## config.mk

```make
export PLATFORM = sky130hd
export DESIGN_NAME = sound_sequencer
export DESIGN_NICKNAME = d
export VERILOG_FILES = /design/src/rtl/sound_sequencer.sv
export SDC_FILE = /design/constraint.sdc
export NUM_CORES = 1
export LEC_CHECK = 0
export BUFFER_PORTS_ARGS = -buffer_cell sky130_fd_sc_hd__buf_2
export CAP_MARGIN = 15
export CORE_MARGIN = 2
export CORE_UTILIZATION = 45
export CTS_CLUSTER_DIAMETER = 50
export DETAILED_ROUTE_END_ITERATION = 8
export PLACE_DENSITY = 0.69
export RECOVER_POWER = 25
export SYNTH_ARGS = -nofsm -noshare
export SYNTH_HDL_FRONTEND = slang
export SYNTH_SLANG_ARGS = --single-unit
```

## constraint.sdc

```tcl
create_clock -name clk -period 5.1 [get_ports clk]
set_input_delay 1.02 -clock clk [delete_from_list [all_inputs] [get_ports clk]]
set_output_delay 1.02 -clock clk [all_outputs]
set_load 0.005 [all_outputs]
```

## src/rtl/sound_sequencer.sv

```systemverilog
// sound_sequencer
//   Arbitrates game sound events (bad collision > good collision > direction
//   change), queues requests that arrive while a note plays, and sequences
//   one note at a time toward the shared tone oscillator. Each note lasts a
//   fixed per-source duration and is followed by a one-cycle silent gap.
//   The block also holds the sound on/off (mute) mode.
//
//   Optional build macro: SOUND_PREEMPT_EN. When it is defined, a strictly
//   higher-priority request aborts the current note (via one gap cycle).
//
// Ports:
//   clk         system clock
//   nRst        asynchronous active-low reset
//   goodColl    good-collision request pulse
//   badColl     bad-collision request pulse
//   direction   direction-change pulses; any bit set is one request
//   muteToggle  flips the mute mode
//   freq        tone frequency in Hz, 0 when silent
//   playSound   oscillator enable
//   busy        high while playing a note or in the gap after it
//   muted       1 = sound off
//   noteId      0 none, 1 dir, 2 good, 3 bad
module sound_sequencer #(
  parameter int unsigned DUR_GOOD = 20,
  parameter int unsigned DUR_BAD  = 30,
  parameter int unsigned DUR_DIR  = 5,
  parameter int unsigned CNT_W    = 8
) (
  input  logic       clk,
  input  logic       nRst,
  input  logic       goodColl,
  input  logic       badColl,
  input  logic [3:0] direction,
  input  logic       muteToggle,
  output logic [8:0] freq,
  output logic       playSound,
  output logic       busy,
  output logic       muted,
  output logic [1:0] noteId
);

  typedef enum logic [1:0] {
    IDLE,
    PLAY,
    GAP
  } state_t;

  localparam logic [8:0] F_DIR  = 9'd262;
  localparam logic [8:0] F_GOOD = 9'd440;
  localparam logic [8:0] F_BAD  = 9'd311;

  state_t           state_q, state_d;
  logic [2:0]       pending_q, pending_d;  // {bad, good, dir}
  logic [CNT_W-1:0] cnt_q, cnt_d;
  logic             muted_q, muted_d;
  logic [8:0]       freq_q, freq_d;
  logic             play_q, play_d;
  logic             busy_q, busy_d;
  logic [1:0]       id_q, id_d;

  logic [2:0]       req_eff;
  logic [2:0]       avail;
  logic [1:0]       top_id;
  logic [8:0]       g_freq;
  logic [CNT_W-1:0] g_cnt;
  logic [2:0]       g_mask;

  // Requests are dropped while muted and in any cycle that toggles mute.
  always_comb begin
    req_eff = '0;
    if (!muted_q && !muteToggle) begin
      req_eff = {badColl, goodColl, |direction};
    end
    avail = pending_q | req_eff;

    // noteId encoding doubles as priority rank.
    if (avail[2])      top_id = 2'd3;
    else if (avail[1]) top_id = 2'd2;
    else if (avail[0]) top_id = 2'd1;
    else               top_id = 2'd0;

    case (top_id)
      2'd3:    begin g_freq = F_BAD;  g_cnt = CNT_W'(DUR_BAD - 1);  g_mask = 3'b100; end
      2'd2:    begin g_freq = F_GOOD; g_cnt = CNT_W'(DUR_GOOD - 1); g_mask = 3'b010; end
      2'd1:    begin g_freq = F_DIR;  g_cnt = CNT_W'(DUR_DIR - 1);  g_mask = 3'b001; end
      default: begin g_freq = '0;     g_cnt = '0;                   g_mask = 3'b000; end
    endcase
  end

  always_comb begin
    state_d   = state_q;
    pending_d = pending_q;
    cnt_d     = cnt_q;
    muted_d   = muted_q;
    freq_d    = freq_q;
    play_d    = play_q;
    busy_d    = busy_q;
    id_d      = id_q;

    if (muteToggle || muted_q) begin
      // Entering or leaving mute, or sitting muted: silent and empty.
      if (muteToggle) muted_d = ~muted_q;
      state_d   = IDLE;
      pending_d = '0;
      cnt_d     = '0;
      freq_d    = '0;
      play_d    = 1'b0;
      busy_d    = 1'b0;
      id_d      = 2'd0;
    end else begin
      pending_d = avail;
      case (state_q)
        PLAY: begin
`ifdef SOUND_PREEMPT_EN
          if (top_id > id_q || cnt_q == '0) begin
`else
          if (cnt_q == '0) begin
`endif
            state_d = GAP;
            cnt_d   = '0;
            freq_d  = '0;
            play_d  = 1'b0;
            busy_d  = 1'b1;
          end else begin
            cnt_d = cnt_q - CNT_W'(1);
          end
        end
        IDLE, GAP: begin
          if (top_id != 2'd0) begin
            state_d   = PLAY;
            pending_d = avail & ~g_mask;
            cnt_d     = g_cnt;
            freq_d    = g_freq;
            play_d    = 1'b1;
            busy_d    = 1'b1;
            id_d      = top_id;
          end else begin
            state_d = IDLE;
            cnt_d   = '0;
            freq_d  = '0;
            play_d  = 1'b0;
            busy_d  = 1'b0;
            id_d    = 2'd0;
          end
        end
        default: begin
          state_d   = IDLE;
          pending_d = '0;
          cnt_d     = '0;
          freq_d    = '0;
          play_d    = 1'b0;
          busy_d    = 1'b0;
          id_d      = 2'd0;
        end
      endcase
    end
  end

  always_ff @(posedge clk or negedge nRst) begin
    if (!nRst) begin
      state_q   <= IDLE;
      pending_q <= '0;
      cnt_q     <= '0;
      muted_q   <= 1'b0;
      freq_q    <= '0;
      play_q    <= 1'b0;
      busy_q    <= 1'b0;
      id_q      <= 2'd0;
    end else begin
      state_q   <= state_d;
      pending_q <= pending_d;
      cnt_q     <= cnt_d;
      muted_q   <= muted_d;
      freq_q    <= freq_d;
      play_q    <= play_d;
      busy_q    <= busy_d;
      id_q      <= id_d;
    end
  end

  assign freq      = freq_q;
  assign playSound = play_q;
  assign busy      = busy_q;
  assign muted     = muted_q;
  assign noteId    = id_q;

endmodule

```

Word level (Yosys, flattened, before mapping) --
Cells that the tools add are included.
Storage, ports and cells: memory bits (read-only) 0, memories kept 0, register bits after elaboration 27, RAM bits 0, latch bits 0, logic and storage cells 62, output and inout bits 14, input port bits 9
Operators by class: reductions and logical operators 10, multiplexer cells 32, $add $sub $neg 1, div/mod/pow operators 0, multipliers 0, magnitude comparators 0, equality and inequality tests 7, shift-type cells 0, bitwise logic cells 4
Operators by type and width (count):
- 9-bit 2-to-1 mux | 3
- 9-bit one-hot mux with 3 select lines | 1
- 8-bit 2-to-1 mux | 3
- 9-bit one-hot mux with 2 select lines | 1
- 8-bit one-hot mux with 2 select lines | 1
- 5-bit one-hot mux with 3 select lines | 1
- 2-bit 2-to-1 mux | 6
- 3-bit 2-to-1 mux | 3
- 3-bit one-hot mux with 3 select lines | 1
- 8-bit logical NOT | 1
- 2-bit one-hot mux with 2 select lines | 2
- 8-bit by 1-bit subtractor with 8-bit output, second input constant | 1
- 1-bit 2-to-1 mux | 7
- 2-bit equality test, second input constant | 3
- 3-bit one-hot mux with 2 select lines | 1
- 2-bit by 1-bit equality test with 1-bit output, second input constant | 2
- 1-bit one-hot mux with 2 select lines | 2
- 4-bit OR reduction | 1
- 3-bit bitwise AND | 1
- 3-bit != test, second input constant | 1
- 3-bit NOT | 1
- 3-bit OR | 1
- 1-bit logical NOT | 2
- 2-bit logical NOT | 1
- other kinds (7) | 7

Depth between registers and ports, before layout --
depth in word-level cells 14, depth in mapped cells 6, depth with buffers taken out 6

Worst setup path after synthesis --
OpenSTA, ideal clock, no wires.
path type in2reg, start input port muteToggle, end register cnt_q[1], path slack 2802 ps, required time 5015 ps, path buffers 2, data arrival time 2213 ps, cell stages on the path 6, setup time 85 ps, cell sequence or2_1 > clkbuf_2 > or3b_4 > or2_1 > buf_6 > o22ai_4
On the way: cells in the longest elaborated chain, start to end 12, elaborated cells between the ends (all ways) 16, those cells by class 3 x eq/ne; 8 x mux; 1 x bitwise; 4 x reduce/logical
RTL lines:
- from (decl) | line 34 | input logic muteToggle,
- 1-bit logical NOT | line 71 | if (!muted_q && !muteToggle) begin
- 1-bit logical AND | line 71
- 3-bit 2-to-1 mux | line 71
- 3-bit OR | line 74 | avail = pending_q | req_eff;
- 1-bit 2-to-1 mux | line 79 | else if (avail[0]) top_id = 2'd1;
- 2-bit 2-to-1 mux | line 78 | else if (avail[1]) top_id = 2'd2;
- 2-bit 2-to-1 mux | line 77 | if (avail[2]) top_id = 2'd3;
- 2-bit by 1-bit equality test with 1-bit output / 2-bit equality test (equally long branches) | line 82 | case (top_id)
- 5-bit one-hot mux with 3 select lines | line 82
- 8-bit 2-to-1 mux | line 129 | if (top_id != 2'd0) begin
- 8-bit one-hot mux with 2 select lines | line 112 | case (state_q)
- 8-bit 2-to-1 mux (*) | line 100 | if (muteToggle || muted_q) begin
- via cnt_d[1] | line 54 | logic [CNT_W-1:0] cnt_q, cnt_d;
- to (signal assigned) | line 172 | cnt_q <= cnt_d;
- to (decl) | line 54
The timed path passes the listed nets; every way through them passes the cells marked *. A chain may end at the register's enable or synchronous reset.

Worst setup path after layout --
Same ends and word-level chain as after synthesis.

==> flow_summary.toml <==
[run_status]
outcome = "finished clean"

[worst_setup_path]
worstReg2RegStart = "cnt_q[4]$_DFF_PN0_"
critPathMaxFanout = 8
crit_required_ns = 5.33
crit_type = "input port to flip-flop"
crit_top_cell = "or2_1"
worst_path_max_delay_cell = "or3b_4"
cp-end-kind = "flip-flop"
path_cells = "buf_2 > or2_1 > or3b_4 > or2_1 > o22ai_4"
worstPathArrival_ns = 2.39
slowest_delay_ns = 0.42
crit_start = "muteToggle"
critPathLaunchType = "input port"

[route]
first_pass_iters = 4
ant_nets = 0
vias = 739
drtIter0Drc = 7
wl_per_cell_um = 13.4
vias_per_cell = 5.17
drcViolationCount = 0
drt-total-wl_mm = 1.91

[clock_network]
cts.clk_slew.worst_paths_ns = 0.11
ctsHoldBuffers = 0
clkSinkCount = 21
htree_levels = 1
cts_root_buf = "clkbuf_4"
cts_tree = "yes"
cts_resized = 0
cts_buffers = 3
post_cts_buffers = 0
insertion_delay_ns = 0.30
ctsLongestPathBuffers = 2

[synthesis]
yosysMostFrequentCell = "dfrtp_1"
synth_area_leaders = "dfrtp_1, nor2_1, xnor2_1"
synth_warnings = 0
synth_cells = 98
synth_area_leader_cell = "dfrtp_1"
yosys-top-cells-count = "dfrtp_1, nor2_1, inv_1, xnor2_1, buf_4"
synth-simple-area-share = 0.195
synth-main-ff-cell = "dfrtp_1"
synth_mux_area_frac = 0
synth-edff-count = 0
ys_ff_latch = 21
ys_types = 35
synth_xor_area_frac = 0.0584
synth_top_family_by_area = "simple AND/OR/NAND/NOR gates"
synthAdderAreaFrac = 0.0238
synth_area_um2 = 1050
synth.yosys.seq_area_share = 0.501
syn-num-nets = 109
postSynth.asyncResetShare = 1.00
synth_compound_area_frac = 0.135
synth_top_cell_area_share = 0.501
synth.avg_cell_area_um2 = 10.7

[sta]
fin_crit_ns = 2.16
finalCritPeriodShare = 0.425
fin_ws_ns = 2.94
slew_violations = 0
skew_ns = 0.00326
fmax_mhz = 462
hold_viol = 0
setup_viol = 0
worst_pin_slew_ns = 1.09
tns_ns = 0
relSlewSlack = 0.271
rsz0062_at_grt = "false"

[grt]
grt_use_total = 0.164
antenna_found_initial = 0
grt_pass1_vias = 729
grt-ovfl-total = 0
grt_first_pass_wirelength_mm = 3.25
grt_max_degree = 22

[power_and_ir_drop]
pwr-share-clk = 0.133
pwr-share-comb = 0.447
total_power_w = 0.000590
intPower_w = 0.000367
power_density_nw_per_um2 = 512
p_leak_nw = 0.594
sw_frac_of_total = 0.378
pwr-share-seq = 0.420
max-vdd-ir-drop_mv = 0.285
switching_power_w = 0.000223

[floorplan]
ios = 23
die_w_um = 52.3
coreArea_um2 = 2210
dieArea_um2 = 2740
die_h_um = 52.3
rows = 17
initial_utilization = 0.475

[place]
preCtsSetupSlack_ns = 2.62
dp_hpwl_mm = 1.48
dpl.cell_count = 139
gp_congestion = 0.850
port_buffers = 21

[finish]
fillCellCount = 202
nNetsFinal = 127
drive_gt1_frac = 0.278
diodes = 0
area_delta_synth_final_pct = 9.65
stdcell_count = 143

[min_path]
hp-start = "freq[0]$_DFFE_PN0P_"
min_path_type = "flip-flop to flip-flop"

[run]
drv_cap = 0
## power groups by stage
stage / registers, W / logic, W / clock network [W]
floorplan: 0.000240 / 0.000221 / 0
global placement: 0.000247 / 0.000265 / 0
detailed placement: 0.000251 / 0.000265 / 0
CTS: 0.000247 / 0.000268 / 0.0000822
global route: 0.000254 / 0.000299 / 0.0000882
finish: 0.000248 / 0.000264 / 0.0000784
## cell families (layout without fill, tap and decap cells)
group | count (synthesis) | in the layout
other cells | 1 | 1
fa+ha+maj | 2 | 2
buf+inv | 14 | 31
flops | 21 | 21
simple gates | 35 | 35
xor+xnor | 7 | 7
compound gates | 18 | 18
## registers in the layout, summed over array words and instances (netlist names)
name	cells
playSound	1
state_q	1
noteId	2
muted	1
busy	1
cnt_q	8
pending_q	3
freq	4
## critical path: cells and delay by family
| family | cells | cell delay (ns) |
|---|---|---|
| and+or+nand+nor | 3 | 1.07 |
| AOI/OAI and AO/OA | 1 | 0.19 |
| buffers and inverters | 1 | 0.11 |
## layout by cell type (no fill, tap or decap)
| cell type | count |
|---|---|
| a21oi_1 | 3 |
| xnor2_1 | 6 |
| a221oi_1 | 1 |
| a22o_1 | 2 |
| or4b_2 | 1 |
| ha_1 | 2 |
| nor3_1 | 2 |
| o41ai_1 | 1 |
| nor2_1 | 16 |
| nand2_1 | 3 |
| o211a_1 | 1 |
| o22ai_1 | 1 |
| a31oi_1 | 1 |
| xor2_1 | 1 |
| o21ai_2 | 2 |
| o2bb2ai_1 | 1 |
| or3_1 | 1 |
| nor3b_1 | 2 |
| a21o_1 | 1 |
| conb_1 | 1 |
| buf_2 | 20 |
| or3b_4 | 1 |
| clkbuf_4 | 3 |
| inv_1 | 6 |
| nand3b_1 | 1 |
| nor4_1 | 1 |
| or4_4 | 1 |
| o22ai_4 | 1 |
| o21ai_0 | 3 |
| nand2b_1 | 2 |
| or2_1 | 2 |
| clkbuf_1 | 1 |
| clkinv_2 | 1 |
| dfrtp_1 | 21 |
| or3_2 | 1 |
| nor4b_4 | 1 |
## layout make-up
| class | instances | area (µm²) | share of cell area |
|---|---|---|---|
| Sequential cell | 21 | 526 | 0.457 |
| Multi-Input combinational cell | 63 | 437 | 0.379 |
| Timing Repair Buffer | 21 | 104 | 0.0902 |
| Tap cell | 28 | 35.0 | 0.0304 |
| Clock buffer | 3 | 22.5 | 0.0196 |
| Inverter | 6 | 22.5 | 0.0196 |
| Clock inverter | 1 | 5.00 | 0.00435 |
## layer usage
layer	vias up	wire length [µm]	track usage
li1	364	-	-
met1	360	939	0.231
met2	13	888	0.258
met3	2	57	0.0257
met4	0	27	0.0513
met5	-	0	0
## final timing paths
kind / end / cells past startpoint / slack (ns)
min in group asynchronous: cnt_q[2]$_DFF_PN0_ / 1 / 0.89
worst max-delay path: cnt_q[1]$_DFF_PN0_ / 5 / 2.94
max in group asynchronous: noteId[1]$_DFFE_PN0P_ / 1 / 3.56
worst max register to register: cnt_q[3]$_DFF_PN0_ / 4 / 3.12
worst min-delay path: freq[0]$_DFFE_PN0P_ / 1 / 0.49
worst min register to register: freq[0]$_DFFE_PN0P_ / 1 / 0.49
## per-stage QoR
| step | hold slack (ns) | area (µm²) | util |
|---|---|---|---|
| after floorplan | 0.474 | 1050 | - |
| final | 0.486 | 1150 | 0.520 |
| after detailed placement | 0.465 | 1120 | 0.508 |
| after global placement | 0.459 | 1120 | 0.508 |
| after global routing | 0.523 | 1150 | 0.520 |
| after CTS | 0.491 | 1150 | 0.521 |
Power figures use the tool's default switching activity.
